File: src/rtl/dsp_pkg.sv
// Shared constants and FSM state type for the SPI ping-pong processing stage.
package dsp_pkg;

    localparam int DEPTH  = 128;
    localparam int DW     = 8;
    localparam int ADDR_W = $clog2(DEPTH);

    localparam logic [DW-1:0] ADD_CONST = 8'd1;

    typedef enum logic [1:0] {
        IDLE,
        RUN,
        DRAIN,
        DONE
    } state_t;

endpackage

File: src/rtl/dsp_datapath.sv
// Two-stage pipeline aligning the RAM0 read latency with the RAM1 write:
// stage 1 tracks valid/address, stage 2 adds ADD_CONST and drives the write port.
module dsp_datapath
    import dsp_pkg::*;
(
    input  logic              clk,
    input  logic              rst_n,
    input  logic              rd_valid,
    input  logic [ADDR_W-1:0] rd_addr,
    input  logic [DW-1:0]     datain,
    output logic [DW-1:0]     dataout,
    output logic [ADDR_W-1:0] addra1,
    output logic              wea1
);

    logic              v1;
    logic [ADDR_W-1:0] a1;

    always_ff @(posedge clk or negedge rst_n) begin
        if (!rst_n) begin
            v1 <= 1'b0;
            a1 <= '0;
        end else begin
            v1 <= rd_valid;
            a1 <= rd_addr;
        end
    end

    // Data and address only move on a valid write so RAM1 sees stable values otherwise.
    always_ff @(posedge clk or negedge rst_n) begin
        if (!rst_n) begin
            wea1    <= 1'b0;
            addra1  <= '0;
            dataout <= '0;
        end else begin
            wea1 <= v1;
            if (v1) begin
                addra1  <= a1;
                dataout <= datain + ADD_CONST;
            end
        end
    end

endmodule

File: src/rtl/dsp_block_proc.sv
// Block processor between ping-pong RAM banks: sweeps RAM0, writes transformed
// samples to RAM1 and pulses finish flags when the whole block has been written.
module dsp_block_proc
    import dsp_pkg::*;
(
    input  logic              clk,
    input  logic              rst_n,
    input  logic [DW-1:0]     datain,
    output logic [DW-1:0]     dataout,
    input  logic              readyb0,
    input  logic              readya1,
    output logic [ADDR_W-1:0] addrb0,
    output logic [ADDR_W-1:0] addra1,
    output logic              finishb0,
    output logic              finisha1,
    output logic              wea1
);

    localparam logic [ADDR_W-1:0] LAST_ADDR = ADDR_W'(DEPTH - 1);

    state_t            state;
    state_t            state_next;
    logic [ADDR_W-1:0] addr_next;
    logic              rd_valid;

    always_ff @(posedge clk or negedge rst_n) begin
        if (!rst_n) begin
            state  <= IDLE;
            addrb0 <= '0;
        end else begin
            state  <= state_next;
            addrb0 <= addr_next;
        end
    end

    // Address 0 is already on the bus in IDLE, so the start cycle counts as its read.
    always_comb begin
        state_next = state;
        addr_next  = addrb0;
        rd_valid   = 1'b0;
        finishb0   = 1'b0;
        finisha1   = 1'b0;
        case (state)
            IDLE: begin
                addr_next = '0;
                if (readyb0 && readya1) begin
                    state_next = RUN;
                    addr_next  = ADDR_W'(1);
                    rd_valid   = 1'b1;
                end
            end
            RUN: begin
                rd_valid = 1'b1;
                if (addrb0 == LAST_ADDR) begin
                    state_next = DRAIN;
                end else begin
                    addr_next = addrb0 + ADDR_W'(1);
                end
            end
            DRAIN: begin
                if (wea1 && (addra1 == LAST_ADDR)) begin
                    state_next = DONE;
                end
            end
            DONE: begin
                finishb0   = 1'b1;
                finisha1   = 1'b1;
                addr_next  = '0;
                state_next = IDLE;
            end
            default: begin
                state_next = IDLE;
            end
        endcase
    end

    dsp_datapath u_datapath (
        .clk      (clk),
        .rst_n    (rst_n),
        .rd_valid (rd_valid),
        .rd_addr  (addrb0),
        .datain   (datain),
        .dataout  (dataout),
        .addra1   (addra1),
        .wea1     (wea1)
    );

endmodule

File: config.mk
export PLATFORM = sky130hd
export DESIGN_NAME = dsp_block_proc
export DESIGN_NICKNAME = d
export VERILOG_FILES = /design/src/rtl/dsp_pkg.sv /design/src/rtl/dsp_datapath.sv /design/src/rtl/dsp_block_proc.sv
export SDC_FILE = /design/constraint.sdc
export NUM_CORES = 1
export LEC_CHECK = 0
export ABC_AREA = 0
export BUFFER_PORTS_ARGS = -buffer_cell sky130_fd_sc_hd__buf_4
export CORE_ASPECT_RATIO = 0.75
export CORE_MARGIN = 2
export CORE_UTILIZATION = 46
export DETAILED_ROUTE_END_ITERATION = 10
export PLACE_DENSITY = 0.74
export SETUP_SLACK_MARGIN = 0.15
export SYNTH_ARGS = -nofsm -noshare
export SYNTH_HDL_FRONTEND = slang
export SYNTH_SLANG_ARGS = --single-unit
File: constraint.sdc
create_clock -name clk -period 1.5 [get_ports clk]
set_input_delay 0.3 -clock clk [delete_from_list [all_inputs] [get_ports clk]]
set_output_delay 0.3 -clock clk [all_outputs]
set_load 0.05 [all_outputs]
==> results of run 1 <==
-- per-layer routing --
| layer | track usage | part of all wire |
|---|---|---|
| met1 | 0.283 | 0.42 |
| met2 | 0.341 | 0.47 |
| met3 | 0.0688 | 0.081 |
| met4 | 0.0523 | 0.024 |
| met5 | 0 | 0 |
-- worst register-to-register path: stages, from the launching register on --
cell     delay [ns]
dfrtp_2        0.49
inv_4          0.11
ha_4           0.18
nand2_2        0.06
or4_1          0.48
o21ai_1        0.11
-- where the power goes --
part	switching, mW	internal, mW	leakage, nW
Clock	0.334	0.541	0.0585
Combinational	0.109	0.0576	0.519
Sequential	0.00887	0.906	0.378
-- sequential cells by signal (all words and copies together) (netlist names) --
| signal | cells |
|---|---|
| addrb0 | 7 |
| u_datapath.dataout | 8 |
| u_datapath.addra1 | 7 |
| u_datapath.a1 | 7 |
| u_datapath.wea1 | 1 |
| u_datapath.v1 | 1 |
| state | 2 |
-- cell type report --
cell class,instances,area [um^2]
Sequential cell,33,837
Fill cell,208,788
Multi-Input combinational cell,83,718
Timing Repair Buffer,53,439
Clock buffer,7,86.3
Inverter,7,31.3
Tap cell,38,47.5
Clock inverter,1,30.0
-- cells in the final DEF, fill, tap and decap left out, types with 2 or more instances in the layout --
cell type | Yosys | routed
nand3_2 | 1 | 2
buf_4 | 1 | 45
nand3_1 | 7 | 5
o21ai_0 | 8 | 4
nand2_1 | 7 | 6
inv_1 | 7 | 4
o21ai_1 | 0 | 2
ha_4 | 0 | 6
clkbuf_8 | 0 | 6
xnor2_1 | 2 | 2
dfrtp_1 | 33 | 24
mux2_2 | 9 | 8
dfrtp_2 | 0 | 9
mux2i_1 | 3 | 3
inv_4 | 0 | 2
nand4_1 | 2 | 2
and3_1 | 2 | 2
nor2_1 | 10 | 9
buf_6 | 0 | 5
a21oi_1 | 11 | 11
xor2_1 | 4 | 4
-- how the worst min path moves through the flow --
| stage | cells after the start | slack, ns | end | from |
|---|---|---|---|---|
| 3_3_place_gp | 1 | 0.26 | u_datapath.addra1[5] | rst_n |
| 2_1_floorplan | 0 | 0.004 | addrb0[0] | rst_n |
| 3_5_place_dp | 1 | 0.27 | u_datapath.addra1[4] | rst_n |
| 4_1_cts | 2 | 0.20 | u_datapath.dataout[0] | datain[0] |
| 6_report | 2 | 0.20 | u_datapath.dataout[0] | datain[0] |
| 5_1_grt | 2 | 0.20 | u_datapath.dataout[0] | datain[0] |
-- stage by stage --
step	setup TNS (ns)	instance area [um^2]	setup WS, ns	instances
finish	-0.0172	2190	-0.0172	222
floorplan	-0.106	1490	-0.0386	127
detailed placement	0	1840	0.0116	204
CTS	0	2080	0.0862	218
global route	-0.0656	2190	-0.0656	222
global placement	0	1840	0.0855	204
-- cell families after synthesis --
family	count (synthesis)	synth area share
AOI/OAI and AO/OA	24	0.0983
buffers and inverters	11	0.0319
DFF	33	0.569
and+or+nand+nor	34	0.114
adders and majority gates	7	0.0603
muxes	12	0.0905
xor gates and xnor gates	6	0.0362
-- repair_timing --
item / in CTS / in global routing
gates resized for setup: 20 / 15
hold buffers: 1 / 0
endpoints found under the hold margin: 33 / 0
endpoints found under the setup margin: 9 / 13
pin swaps: 5 / 5
setup buffers: 5 / 4
==> key figures, run 1 <==
Synth
  • Synth Area per Inst: 11.4 um^2
  • Synthesized flop and latch total: 33
  • Mapped Cells: 127
  • Most common library cells after synthesis: 33 x dfrtp_1, 11 x a21oi_1, 10 x nor2_1
  • Top_reg_cell synth: dfrtp_1
  • Most numerous cell in the Yosys netlist: dfrtp_1
  • Synth area leaders: dfrtp_1 57%, mux2_2 7.0%, ha_1 6.0%, a21oi_1 3.8%, o21ai_0 2.8%
  • Net Count, Synth: 146
  • Synth top area share: 0.569
  • Cell area after synthesis: 1450 um^2
  • Seq/Total Area, Yosys: 0.569
  • Synth cell types: 28
  • EDFF count, synth: 0
  • Dominant cell type by area after synthesis: dfrtp_1
  • Share of flip-flops with an asynchronous set or reset: 1.00
  • Ys Warns: 0

STA
  • Max-slew headroom: 0.620
  • Period utilisation layout: 1.01
  • Fmax: 659 MHz
  • Tightest Pin Transition: 0.570 ns
  • Final Hold Vio Count: 0
  • Post-route setup slack: -0.0172 ns
  • Skew final: 0.00461 ns
  • Hold Slack: 0.204 ns
  • Fin crit period: 1.52 ns
  • RSZ-0062 raised after global routing: yes
  • Max Slew Vio Count: 0
  • Endpoints failing setup: 1

Route
  • Final ANT Viol Nets: 0
  • Drc violations: 0
  • Via count: 1242
  • Routed wire length per instance: 17.9 um
  • Initial DRC count: 42
  • Vias per cell: 5.59
  • TritonRoute pass-1 iters: 4
  • Final wirelength: 3970 um

Setup path
  • CP arrival: 1.72 ns
  • Crit path cell chain: inv_4 -> ha_4 -> nand2_2 -> or4_1 -> o21ai_1
  • Flop2flop setup slack: -0.02 ns
  • Critical path startpoint: state[1]
  • Crit path largest cell delay: 0.49 ns
  • CP top delay family: simple AND/OR/NAND/NOR gates
  • Critical path endpoint category: register
  • RR Startpoint: state[1]
  • End of the critical path: addrb0[5]
  • Crit path required time: 1.70 ns
  • Worst setup SP type: register
  • R2R Path End: addrb0[5]
  • Reg2reg path depth: 5
  • Crit Path Class: register to register
  • Crit path buffers/inverters: 1
  • CP Max Fanout: 5
  • Worst path slowest cell: dfrtp_2
  • Cell count along the critical path: 5

Floorplanning
  • Cell Rows: 17
  • Die X: 68.9 um
  • Area of the core: 2980 um^2
  • Die area: 3630 um^2
  • Die Y: 52.6 um
  • Initial core utilization: 0.487
  • IO Pins: 37

Status
  • Run status: complete, but fails checks
  • Violated checks: negative setup slack

Finish
  • Layout Utilization: 0.735
  • Nets: 202
  • Area growth, synth to finish: 50.9%
  • Layout cells sized above 1: 0.527
  • Antenna diodes: 0

Power
  • Maximum vdd drop: 0.000649 V
  • Leak: 0.956 nW
  • P per Cell Area: 894 nW/um^2
  • Pwr Total: 1.96 mW

Global route
  • Number of global-route vias before repair: 1109
  • First-pass GRT wire length: 5400 um
  • Gr usage total: 0.214
  • Largest net degree at the start of global routing: 34
  • Grt ovf: 0
  • Initial antenna violation count: 0

Placed design
  • HPWL after DPL: 2270 um
  • Final Wtd Congestion: 0.710
  • Port Buffer Count: 36

Clock network
  • TritonCTS clock tree: built
  • Root Buffer: clkbuf_8
  • CTS sink cnt: 33
  • Total CTS buffers: 5
  • Clock Pin Slew Worst Setup and Hold Paths: 0.07 ns
  • Clk Latency, worst-skew pair: 0.29 ns
  • # H-tree levels: 2
  • Longest Clk Path Bufs: 2

Min path
  • Min-delay worst type: primary input to register

Job
  • Max-cap viol count: 0
Note: power is estimated with default switching activity, not from simulation.
==> run 2, diff against run 1 <==
- ABC_AREA: 0 -> 1
- BUFFER_PORTS_ARGS: -buffer_cell sky130_fd_sc_hd__buf_4 -> -buffer_cell sky130_fd_sc_hd__buf_2
- CORE_UTILIZATION: 46 -> 47
==> run 2 against run 1 <==
Net effect:
- clock power fell by 2.7%
- final area fell by 5.2%
- maximum frequency rose by 11%
- the run now ends clean
- setup slack improved by 0.14 ns
- power rose by 110%
- via count rose by 7.3%
- combinational power rose to 12 times the previous value
- clock-buffer cell count did not move
- highest routed layer unchanged
- synthesized cell count rose by 42%
- global-route usage fell by 2.8 points
- first-iteration DRC count rose by 150%
- largest cell class unchanged
- sequential power rose by 41%
==> key figures, run 2 <==
Synth
  • Cell area after synthesis: 1540 um^2
  • Ys Warns: 0
  • Most common library cells after synthesis: 74 x nand2_1, 33 x dfrtp_1, 14 x nand3_1
  • Synth cell types: 23
  • Net Count, Synth: 199
  • Synthesized flop and latch total: 33
  • Top_reg_cell synth: dfrtp_1
  • Share of flip-flops with an asynchronous set or reset: 1.00
  • Dominant cell type by area after synthesis: dfrtp_1
  • Mapped Cells: 180
  • Seq/Total Area, Yosys: 0.536
  • Synth Area per Inst: 8.56 um^2
  • EDFF count, synth: 0
  • Most numerous cell in the Yosys netlist: nand2_1
  • Synth area leaders: dfrtp_1 54%, nand2_1 18%, ha_1 5.7%, nand3_1 4.5%, inv_1 2.9%
  • Synth top area share: 0.536

Finish
  • Most common cell after layout, fill and taps aside: nand2_1
  • Largest Register: u_datapath.dataout
  • Area growth, synth to finish: 34.8%
  • Antenna diodes: 0
  • Layout cells sized above 1: 0.345
  • Max reg flops: 8
  • Filler cells: 242
  • Commonest non-fill, non-tap cells in the layout: 71 x nand2_1, 30 x buf_2, 28 x dfrtp_1
  • Finished layout cell area: 2080 um^2
  • Nets: 253

Global route
  • Largest net degree at the start of global routing: 32
  • Grt ovf: 0
  • Gr usage total: 0.186
  • Number of global-route vias before repair: 1140
  • Initial antenna violation count: 0
  • First-pass GRT wire length: 5280 um

Route
  • Routed wire length per instance: 11.8 um
  • Drc violations: 0
  • Initial DRC count: 104
  • Vias per cell: 4.88
  • Final ANT Viol Nets: 0
  • Final wirelength: 3220 um
  • TritonRoute pass-1 iters: 4
  • Via count: 1333

Setup path
  • Worst path slowest cell: dfrtp_1
  • Reg2reg path depth: 6
  • CP Max Fanout: 3
  • Flop2flop setup slack: 0.14 ns
  • Crit path buffers/inverters: 1
  • CP top delay family: flip-flops
  • Crit path required time: 1.20 ns
  • Crit Path Class: register to output pin
  • Crit path cell chain: ha_2 -> buf_6
  • Worst setup SP type: register
  • Crit path largest cell delay: 0.39 ns
  • Critical path endpoint category: output pin
  • CP arrival: 1.07 ns
  • Cell count along the critical path: 2

Placed design
  • Port Buffer Count: 36
  • Final Wtd Congestion: 0.845
  • Post-placement cell area: 1830 um^2
  • HPWL after DPL: 2280 um

Floorplanning
  • Die area: 3760 um^2
  • Area of the core: 3040 um^2
  • Cell Rows: 17
  • Die Y: 53.6 um
  • IO Pins: 37
  • Initial core utilization: 0.506
  • Die X: 70.1 um

Clock network
  • Clk Latency, worst-skew pair: 0.27 ns
  • # H-tree levels: 2
  • Clock Pin Slew Worst Setup and Hold Paths: 0.07 ns
  • Total CTS buffers: 5
  • TritonCTS clock tree: built
  • CTS sink cnt: 33
  • Root Buffer: clkbuf_8
  • Longest Clk Path Bufs: 2

STA
  • Tightest Pin Transition: 0.310 ns
  • TNS Setup: 0 ns
  • Max Slew Vio Count: 0
  • Final Hold Vio Count: 0
  • RSZ-0062 raised after global routing: yes
  • Fmax: 729 MHz
  • Endpoints failing setup: 0
  • Max-slew headroom: 0.792
  • Period utilisation layout: 0.915
  • Skew final: 0.00581 ns
  • Fin crit period: 1.37 ns

Power
  • Leak: 1.12 nW
  • Maximum vdd drop: 0.00101 V
  • P per Cell Area: 2010 nW/um^2

Min path
  • Min-delay worst type: primary input to register
  • Hold Path Cell Cnt: 2

Job
  • Max-cap viol count: 0

Status
  • Run status: finished clean
## run 2: area by class of cell
type                            instances  area, um^2  share of cell area
Sequential cell                        33         832               0.401
Multi-Input combinational cell        130         697               0.336
Timing Repair Buffer                   50         330               0.159
Clock buffer                            7        86.3              0.0416
Inverter                               14        52.6              0.0253
Tap cell                               38        47.5              0.0229
Clock inverter                          1        30.0              0.0145
## run 2: timing repair
action                     CTS  global route
gates resized for setup      7            15
hold endpoints to repair     2             0
setup endpoints to repair    9            14
pin swaps                    2             7
hold buffers                 1             0
cloned                       0             0
buffers inserted             2             6
## run 2: cell families after synthesis
kind of cell | after synthesis | synth area share
flops | 33 | 0.536
fa+ha+maj | 7 | 0.0569
xor+xnor | 3 | 0.0171
compound gates | 11 | 0.0431
simple gates | 109 | 0.303
buf+inv | 17 | 0.0439
## run 2: stage by stage
stage	setup slack (ns)	cells	power, mW	hold slack, ns	util
2_1_floorplan	0.0850	180	2.65	0.00441	-
3_3_place_gp	0.141	256	3.09	0.107	0.602
3_5_place_dp	0.0638	256	3.12	0.108	0.602
4_1_cts	0.140	267	4.07	0.262	0.655
5_1_grt	0.0606	273	4.42	0.277	0.682
6_report	0.127	273	4.18	0.263	0.682
## run 2: per-layer routing
layer / GRT usage / routed length, um / vias to the layer above
li1: - / - / 677
met4: 0.0577 / 20 / 0
met5: 0 / 0 / -
met3: 0.0506 / 203 / 4
met2: 0.251 / 1320 / 47
met1: 0.288 / 1670 / 605
## run 2: path summary, 6_finish.rpt
| kind | start | endpoint |
|---|---|---|
| min in group asynchronous | rst_n | u_datapath.dataout[0] |
| worst min-delay path | datain[0] | u_datapath.dataout[0] |
| max in group asynchronous | rst_n | addrb0[4] |
| worst max-delay path | state[0] | finisha1 |
| worst max register to register | state[0] | state[0] |
| worst min register to register | addrb0[6] | u_datapath.a1[6] |
## run 2: worst reg2reg max path, cell delays in order (launching register included)
cell     delay (ns)
dfrtp_1        0.39
buf_4          0.15
inv_2          0.05
ha_1           0.23
or2_2          0.30
nand4_1        0.09
nand2_1        0.05
## run 2: report_power, final
part           internal, mW  switching, mW
Combinational         0.623           1.41
Sequential             1.14          0.159
Clock                 0.541          0.311
